### src/rtl/freq_meter.sv
// Frequency meter: counts rising edges of an asynchronous input over a fixed
// gate period and shows the result on a multiplexed 7-segment display.
// Optional build macro FREQ_METER_BLANK_EN blanks leading-zero digits.
module freq_meter #(
    parameter int unsigned GATE_CYCLES    = 100000000,
    parameter int unsigned CNT_W          = 16,
    parameter int unsigned DIGITS         = 4,
    parameter int unsigned REFRESH_CYCLES = 100000
) (
    input  logic              CLK,
    input  logic              RESET_N,
    input  logic              IN,
    output logic [CNT_W-1:0]  FREQ,
    output logic              FREQ_VALID,
    output logic              OVERFLOW,
    output logic [6:0]        CATHODE,
    output logic [DIGITS-1:0] ANODE,
    output logic              DP
);

    localparam int unsigned GATE_W = $clog2(GATE_CYCLES);
    localparam int unsigned REF_W  = (REFRESH_CYCLES > 1) ? $clog2(REFRESH_CYCLES) : 1;
    localparam int unsigned DIG_W  = (DIGITS > 1) ? $clog2(DIGITS) : 1;
    localparam int unsigned STEP_W = (CNT_W > 1) ? $clog2(CNT_W) : 1;
    localparam int unsigned BCD_W  = 4 * DIGITS;

    localparam logic [CNT_W-1:0] CNT_MAX = '1;
    localparam logic [63:0]      DEC_LIM = 64'(10) ** DIGITS;

    localparam logic [6:0] SEG_DASH  = 7'b0111111;
    localparam logic [6:0] SEG_BLANK = 7'b1111111;
    localparam logic [6:0] SEG_ZERO  = 7'b1000000;

    typedef enum logic [1:0] {
        S_IDLE,
        S_CONVERT,
        S_LOAD
    } state_t;

    // Active-low segment patterns g..a for BCD digits.
    function automatic logic [6:0] seg7(input logic [3:0] v);
        logic [6:0] s;
        case (v)
            4'd0:    s = 7'b1000000;
            4'd1:    s = 7'b1111001;
            4'd2:    s = 7'b0100100;
            4'd3:    s = 7'b0110000;
            4'd4:    s = 7'b0011001;
            4'd5:    s = 7'b0010010;
            4'd6:    s = 7'b0000010;
            4'd7:    s = 7'b1111000;
            4'd8:    s = 7'b0000000;
            4'd9:    s = 7'b0010000;
            default: s = SEG_BLANK;
        endcase
        return s;
    endfunction

    // Double-dabble correction: add 3 to every BCD nibble that is 5 or more.
    function automatic logic [BCD_W-1:0] dd_adjust(input logic [BCD_W-1:0] b);
        logic [BCD_W-1:0] r;
        r = b;
        for (int unsigned i = 0; i < DIGITS; i++) begin
            if (r[4*i +: 4] >= 4'd5) begin
                r[4*i +: 4] = r[4*i +: 4] + 4'd3;
            end
        end
        return r;
    endfunction

    logic              sync1_q, sync2_q, hist_q;
    logic [GATE_W-1:0] gate_cnt_q;
    logic [CNT_W-1:0]  edge_cnt_q;
    logic [CNT_W-1:0]  freq_q;
    logic              freq_valid_q;
    logic              ovf_q;

    logic              edge_c;
    logic              gate_term_c;
    logic [CNT_W-1:0]  cnt_tot_c;
    logic              ovf_c;

    state_t            state_q, state_d;
    logic [STEP_W-1:0] step_q, step_d;
    logic [CNT_W-1:0]  bin_q, bin_d;
    logic [BCD_W-1:0]  bcd_q, bcd_d, bcd_adj_c;
    logic              cvt_ovf_q, cvt_ovf_d;
    logic [BCD_W-1:0]  disp_q, disp_d;
    logic              disp_ovf_q, disp_ovf_d;

    logic [REF_W-1:0]  ref_cnt_q, ref_cnt_d;
    logic              ref_term_c;
    logic [DIG_W-1:0]  digit_q, digit_d;
    logic [3:0]        nib_c;
    logic [6:0]        seg_c;
    logic [6:0]        cathode_q;
    logic [DIGITS-1:0] anode_q;
`ifdef FREQ_METER_BLANK_EN
    logic              upper_zero_c;
`endif

    // Edge detect, gate terminal and saturating count including this cycle's edge.
    always_comb begin
        edge_c      = sync2_q & ~hist_q;
        gate_term_c = (gate_cnt_q == GATE_W'(GATE_CYCLES - 1));
        cnt_tot_c   = (edge_c && (edge_cnt_q != CNT_MAX)) ? edge_cnt_q + CNT_W'(1) : edge_cnt_q;
        ovf_c       = (cnt_tot_c == CNT_MAX) || (64'(cnt_tot_c) >= DEC_LIM);
    end

    // Synchronizer, gate timer, edge counter and result latch.
    always_ff @(posedge CLK) begin
        if (!RESET_N) begin
            sync1_q      <= 1'b0;
            sync2_q      <= 1'b0;
            hist_q       <= 1'b0;
            gate_cnt_q   <= '0;
            edge_cnt_q   <= '0;
            freq_q       <= '0;
            freq_valid_q <= 1'b0;
            ovf_q        <= 1'b0;
        end else begin
            sync1_q      <= IN;
            sync2_q      <= sync1_q;
            hist_q       <= sync2_q;
            freq_valid_q <= gate_term_c;
            if (gate_term_c) begin
                gate_cnt_q <= '0;
                edge_cnt_q <= '0;
                freq_q     <= cnt_tot_c;
                ovf_q      <= ovf_c;
            end else begin
                gate_cnt_q <= gate_cnt_q + GATE_W'(1);
                edge_cnt_q <= cnt_tot_c;
            end
        end
    end

    // Conversion FSM next state: latch result, shift-add-3 per bit, then publish.
    always_comb begin
        state_d    = state_q;
        step_d     = step_q;
        bin_d      = bin_q;
        bcd_d      = bcd_q;
        cvt_ovf_d  = cvt_ovf_q;
        disp_d     = disp_q;
        disp_ovf_d = disp_ovf_q;
        bcd_adj_c  = dd_adjust(bcd_q);
        case (state_q)
            S_IDLE: begin
                if (freq_valid_q) begin
                    state_d   = S_CONVERT;
                    step_d    = '0;
                    bin_d     = freq_q;
                    bcd_d     = '0;
                    cvt_ovf_d = ovf_q;
                end
            end
            S_CONVERT: begin
                bcd_d  = {bcd_adj_c[BCD_W-2:0], bin_q[CNT_W-1]};
                bin_d  = bin_q << 1;
                step_d = step_q + STEP_W'(1);
                if (step_q == STEP_W'(CNT_W - 1)) begin
                    state_d = S_LOAD;
                end
            end
            S_LOAD: begin
                disp_d     = bcd_q;
                disp_ovf_d = cvt_ovf_q;
                state_d    = S_IDLE;
            end
            default: state_d = S_IDLE;
        endcase
    end

    // Conversion FSM state and datapath registers.
    always_ff @(posedge CLK) begin
        if (!RESET_N) begin
            state_q    <= S_IDLE;
            step_q     <= '0;
            bin_q      <= '0;
            bcd_q      <= '0;
            cvt_ovf_q  <= 1'b0;
            disp_q     <= '0;
            disp_ovf_q <= 1'b0;
        end else begin
            state_q    <= state_d;
            step_q     <= step_d;
            bin_q      <= bin_d;
            bcd_q      <= bcd_d;
            cvt_ovf_q  <= cvt_ovf_d;
            disp_q     <= disp_d;
            disp_ovf_q <= disp_ovf_d;
        end
    end

    // Digit scan and segment selection for the digit active next cycle.
    always_comb begin
        ref_term_c = (ref_cnt_q == REF_W'(REFRESH_CYCLES - 1));
        ref_cnt_d  = ref_term_c ? '0 : ref_cnt_q + REF_W'(1);
        digit_d    = digit_q;
        if (ref_term_c) begin
            digit_d = (digit_q == DIG_W'(DIGITS - 1)) ? '0 : digit_q + DIG_W'(1);
        end
        nib_c = 4'd0;
        for (int unsigned i = 0; i < DIGITS; i++) begin
            if (digit_d == DIG_W'(i)) begin
                nib_c = disp_d[4*i +: 4];
            end
        end
        seg_c = seg7(nib_c);
`ifdef FREQ_METER_BLANK_EN
        upper_zero_c = 1'b1;
        for (int unsigned i = 0; i < DIGITS; i++) begin
            if ((DIG_W'(i) >= digit_d) && (disp_d[4*i +: 4] != 4'd0)) begin
                upper_zero_c = 1'b0;
            end
        end
        if (upper_zero_c && (digit_d != '0)) begin
            seg_c = SEG_BLANK;
        end
`endif
        if (disp_ovf_d) begin
            seg_c = SEG_DASH;
        end
    end

    // Refresh counter and registered display drivers.
    always_ff @(posedge CLK) begin
        if (!RESET_N) begin
            ref_cnt_q <= '0;
            digit_q   <= '0;
            anode_q   <= ~DIGITS'(1);
            cathode_q <= SEG_ZERO;
        end else begin
            ref_cnt_q <= ref_cnt_d;
            digit_q   <= digit_d;
            anode_q   <= ~(DIGITS'(1) << digit_d);
            cathode_q <= seg_c;
        end
    end

    assign FREQ       = freq_q;
    assign FREQ_VALID = freq_valid_q;
    assign OVERFLOW   = ovf_q;
    assign CATHODE    = cathode_q;
    assign ANODE      = anode_q;
    assign DP         = 1'b1;

endmodule

### config.mk
export PLATFORM = sky130hd
export DESIGN_NAME = freq_meter
export DESIGN_NICKNAME = d
export VERILOG_FILES = /design/src/rtl/freq_meter.sv
export SDC_FILE = /design/constraint.sdc
export NUM_CORES = 1
export LEC_CHECK = 0
export ABC_AREA = 0
export BUFFER_PORTS_ARGS = -buffer_cell sky130_fd_sc_hd__buf_2
export CORE_ASPECT_RATIO = 0.5
export CORE_MARGIN = 8
export CORE_UTILIZATION = 60
export CTS_BUF_LIST = sky130_fd_sc_hd__clkbuf_4
export DETAILED_ROUTE_END_ITERATION = 10
export PLACE_DENSITY = 0.75
export SYNTH_ARGS = -nofsm -noshare
export SYNTH_HDL_FRONTEND = slang
export SYNTH_SLANG_ARGS = --single-unit
export TNS_END_PERCENT = 1
### constraint.sdc
create_clock -name CLK -period 7.6 [get_ports CLK]
set_input_delay 0.38 -clock CLK [delete_from_list [all_inputs] [get_ports CLK]]
set_output_delay 0.38 -clock CLK [all_outputs]
set_load 0.01 [all_outputs]
Word-level counts from Yosys, hierarchy flattened
Memory sizes are Yosys's and may differ from the RTL's.
Cells that the tools add are included.
{ "classes": {"n_addsub": 9, "n_eq_ne": 13, "n_mux": 23, "n_shift": 1, "reduce_logical": 10, "n_bitwise": 4, "order_cmp": 5} }
{ "ops": {"columns": ["cell", "n"], "rows": [
  ["$mux 16", 4],
  ["$pmux 16 s2", 2],
  ["$mux 4", 8],
  ["$add 27x1->27 const B", 1],
  ["$eq 27x27->1 const B", 1],
  ["$add 17x1->17 const B", 1],
  ["$eq 17x17->1 const B", 1],
  ["$add 16x1->16 const B", 1],
  ["$eq 16x16->1 const B", 1],
  ["$ge 16x14->1 const B", 1],
  ["$ge 4x3->1 const B", 4],
  ["$ne 16x16->1 const B", 1],
  ["$add 4x2->4 const B", 3],
  ["$eq 2x2->1 const B", 4],
  ["$mux 2", 4],
  ["$pmux 4 s2", 1],
  ["$mux 7", 1],
  ["$reduce_and 2->1", 3],
  ["$add 4x1->4 const B", 1],
  ["$eq 2x1->1 const B", 2],
  ["$eq 4x4->1 const B", 1],
  ["$logic_not 2->1", 2],
  ["$ne 2x2->1 const B", 2],
  ["$not 4->4", 1],
  ["12 further kinds", 14]
]} }
{ "totals": {"n_memories": 1, "mem_bits_ro": 112, "elab_cells": 85, "output_inout_bits": 30, "register_bits": 150} }
{ "memory_table": {"columns": ["memory", "words", "width", "read_ports", "rd_clocked_by_memory_dff", "wr", "line", "text"], "rows": [
  ["(name not given)", 16, 7, 1, 0, 0, "43", "case (v)"]
]} }

Logic depth before layout (Yosys ltp)
An unclocked memory read counts as a cell.
{ "logic_depth": {"ltp_word": 10, "ltp_mapped": 12, "mapped_depth_nobuf": 11} }

Worst setup path after synthesis
OpenSTA, ideal clock, no wires.
{ "synth_timing": {"path_kind": "register -> register", "start": "reg ref_cnt_q[0]", "end": "reg cathode_q[6] (netlist: CATHODE[6])", "path_stages_with_launch": 12, "required_ns": 7.478, "path_buffers": 0, "slack_ns": 4.715, "setup_ns": 0.122, "arrival_ns": 2.763, "synth_period_minus_slack_ns": 2.885, "cell_sequence": "dfxtp_1 > ha_1 > and4_2 > nand4_4 > mux2_2 > mux4_1 > mux2i_4 > inv_1 > ha_1 > inv_1 > mux2i_1 > a221o_1"} }
{ "synth_via": {"elab_chain_cells": 9, "word_cells_on_any_way": 12, "cone_classes": "4 x eq/ne; 6 x mux; 1 x reduce/logical; 1 x memory"} }
{ "synth_rtl": {"columns": ["element", "line", "text"], "rows": [
  ["start: declaration", "91", "logic [REF_W-1:0] ref_cnt_q, ref_cnt_d;"],
  ["start signal: assignment", "235", "ref_cnt_q <= ref_cnt_d;"],
  ["$eq 17x17->1 *", "198", "ref_term_c = (ref_cnt_q == REF_W'(REFRESH_CYCLES - 1));"],
  ["$mux 2 *", "201", "if (ref_term_c) begin"],
  ["$logic_not 2->1", "206", "if (digit_d == DIG_W'(i)) begin"],
  ["$mux 4 (3 in series)", "206", null],
  ["$mux 4 *", "206", null],
  ["$mem_v2 16x7 *", null, null],
  ["$mux 7 *", "222", "if (disp_ovf_d) begin"],
  ["end signal: assignment", "238", "cathode_q <= seg_c;"],
  ["end: declaration", "96", "logic [6:0] cathode_q;"]
]} }
Mark *: on every way between the ends. The rest lies on a longest branch, timed or not.
A chain may end at the register's enable or synchronous reset.

Final worst setup path
{ "layout_timing": {"start": "reg state_q[0]", "end": "reg cathode_q[1] (netlist: CATHODE[1])"} }
{ "layout_via": {"elab_chain_cells": 8, "word_cells_on_any_way": 9, "cone_classes": "1 x eq/ne; 7 x mux; 1 x memory"} }
{ "layout_rtl": {"columns": ["element", "line", "text"], "rows": [
  ["start: declaration", "83", "state_t state_q, state_d;"],
  ["start signal: assignment", "186", "state_q <= state_d;"],
  ["$eq 2x2->1 *", "148", "case (state_q)"],
  ["$mux 16", "148", null],
  ["$mux 4 (4 in series)", "206", null],
  ["$mem_v2 16x7", null, null],
  ["$mux 7 *", "222", null]
]} }
Marks and branches as above.

==> flow_metrics.py <==
metrics = {
    "floorplan": {
        "io-pin-count": 33,
        "rows": 27,
        "core_um2": 10900,
        "dieArea_um2": 15100,
        "dieWidth_um": 166,
        "die_h_um": 90.9,
        "start_util_pct": 61.4,
    },
    "clock_network": {
        "cts_setup_buffers": 0,
        "ctsResizeCount": 0,
        "cts_tree": "built",
        "cts_inserted_buffers": 17,
        "cts_root_buffer": "clkbuf_4",
        "clk_pin_slew_ns": 0.11,
        "ctsHoldBuffers": 0,
        "h-tree-depth": 4,
        "clk_latency_ns": 0.53,
        "clock_sinks": 150,
        "clk_path_buf_depth": 2,
    },
    "synthesis": {
        "synth_top_area_share_pct": 44.7,
        "synthesis.area_um2": 6720,
        "ys_types": 62,
        "synth.top_cells.by_count": "dfxtp_1 (150), nor2_1 (104), nand2_1 (93), a21oi_1 (35)",
        "synth_top_cells_by_area": "dfxtp_1 (45%), nor2_1 (5.8%), nand2_1 (5.2%)",
        "yosysWarnings": 0,
        "avgSynthCellArea_um2": 8.93,
        "yosysTopAreaCell": "dfxtp_1",
        "syn_inst": 753,
        "synth.most_common_cell": "dfxtp_1",
        "ys_ff_latch": 150,
        "synth_edf_count": 0,
        "synth.net_count": 775,
        "yosys_most_used_dff": "dfxtp_1",
        "yosysSeqAreaShare_pct": 44.7,
        "synth-async-reset-ratio_pct": 0,
    },
    "worst_hold_path": {
        "min_path_type": "in2reg",
    },
    "grt": {
        "grt_pass1_wl_mm": 23.1,
        "grt_overflow": 0,
        "grt_max_degree": 43,
        "globalRouteTotalUtil_pct": 18.1,
        "antenna_found_initial": 0,
        "grt_pass1_vias": 4866,
    },
    "route": {
        "ant_nets": 0,
        "wl_mm": 13.4,
        "via_per_inst": 5.61,
        "drt-initial-drc-count": 356,
        "firstDrtPassIters": 5,
        "drc": 0,
        "wl_per_cell_um": 14.4,
        "vias": 5216,
    },
    "power_and_ir_drop": {
        "power_density_nw_per_um2": 176,
        "p_leak_nw": 2.95,
        "peakVddDrop_mv": 0.0969,
    },
    "sta": {
        "setup_viol": 0,
        "slew_viol_final": 0,
        "max_slew.worst_pin.slew_ns": 1.06,
        "grt_setup_unrepaired": "false",
        "fin_crit_ns": 3.52,
        "worst_slack_ns": 4.08,
        "clock_skew_ns": 0.0192,
        "finalCritPeriodShare_pct": 46.3,
        "timing.fmax_mhz": 284,
        "slew_headroom_pct": 28.9,
        "final_hold_viol_count": 0,
        "fin_tns_setup_ns": 0,
    },
    "worst_setup_path": {
        "crit_top_cell": "a22oi_1",
        "cp-end-kind": "flop",
        "max_stage_delay_ns": 0.80,
        "crit_arrival_ns": 3.95,
        "path_buf_inv": 1,
        "cp_cell_sequence": "nand2b_1 > mux2i_1 > a31oi_1 > a22oi_1 > a22oi_1 > inv_1 > ha_1 > a21o_1 > a31o_2",
        "required_ns": 8.03,
        "cp_top_family": "compound AO/OA/AOI/OAI gates",
        "slowest_stage": "nand2b_1",
        "cp_max_fo": 20,
        "path_class": "reg2reg",
        "critPathLaunchType": "flop",
    },
    "flow_run": {
        "cap_violations": 0,
    },
    "place": {
        "gp_congestion": 0.853,
        "port_buffers": 31,
        "post-place-ws_ns": 4.06,
        "dp.final_hpwl_mm": 9.32,
    },
    "final_layout": {
        "n_antenna_cell": 0,
        "area_delta_synth_final_pct": 7.09,
        "nNetsFinal": 796,
        "drive_gt1_share_pct": 10.7,
    },
    "run_status": {
        "status": "completed",
    },
}
-- cell type report --
class,instances,area [um^2]
flip-flops and latches,150,3000
inverters,20,75.1
repair buffers,34,178
clock inverters,12,114
multi-input cells,551,3510
fillers,940,3750
well taps,145,181
clock buffers,18,135
-- cell families after synthesis --
family          count (synthesis)  synth area share, %
simple gates                  309                 22.0
flops                         150                 44.7
compound gates                136                 13.7
xor+xnor                       55                 7.17
buf+inv                        52                 3.15
mux                            31                 5.68
fa+ha+maj                      19                 3.54
other cells                     1               0.0558
-- report_power, final --
group / switching [mW] / internal [mW] / total [mW] / leakage (nW)
Clock: 0.263 / 0.189 / 0.452 / 0.133
Sequential: 0.00344 / 0.790 / 0.793 / 1.21
Combinational: 0.0182 / 0.00671 / 0.0249 / 1.61
-- routing by layer --
| metal | global-route usage [%] | vias to the layer above | part of all wire (%) |
|---|---|---|---|
| li1 | - | 2664 | - |
| met1 | 22.1 | 2428 | 48 |
| met2 | 30.7 | 110 | 47 |
| met3 | 4.82 | 14 | 4.1 |
| met4 | 5.44 | 0 | 0.81 |
| met5 | 0 | - | 0 |
-- path summary, 6_finish.rpt --
check	end	slack [ns]	cells after the start	from
worst min-delay path	sync1_q	0.08	2	IN
worst max register to register	CATHODE[1]	4.08	9	state_q[0]
worst max-delay path	CATHODE[1]	4.08	9	state_q[0]
worst min register to register	bin_q[8]	0.43	2	bin_q[7]
-- sequential cells by signal, indices dropped and copies added, names as in the netlist, 4 cells and up --
signal and flops:
ANODE 4, CATHODE 7, FREQ 16, bcd_q 16, bin_q 16, disp_q 16
edge_cnt_q 16, gate_cnt_q 27, ref_cnt_q 17, step_q 4
-- metrics by stage --
step	hold slack (ns)	utilization, %	total power [mW]	cells	area [um^2]
after detailed placement	0.425	63.5	0.836	900	6950
after global routing	0.0542	65.8	1.32	930	7200
after CTS	0.0354	65.8	1.29	930	7200
final	0.0808	65.8	1.27	930	7200
after global placement	0.426	63.5	0.835	900	6950
after floorplan	0.410	-	0.829	753	6720
-- placed cells by master (no fill, tap or decap), drive strengths merged, types with 3 or more instances in the layout --
cell type  count
xnor2         21
xor2          34
a22o           4
o211a         12
nand4         10
nor2b          8
or3            4
o32ai          3
nand2b         9
nand2         93
ha            19
clkinv         8
and3           9
inv           20
a21oi         35
dfxtp        150
o211ai         3
o31ai          4
a21o           4
o221ai         3
o22ai          4
nor4           9
a32o           4
mux2i         24
a22oi          9
clkbuf        18
nor3           7
nor3b          3
o21ai         34
and4          10
and2           5
a31oi          8
nand3         29
mux2           5
nor2         105
buf           34
(Power assumes the default switching activity.)
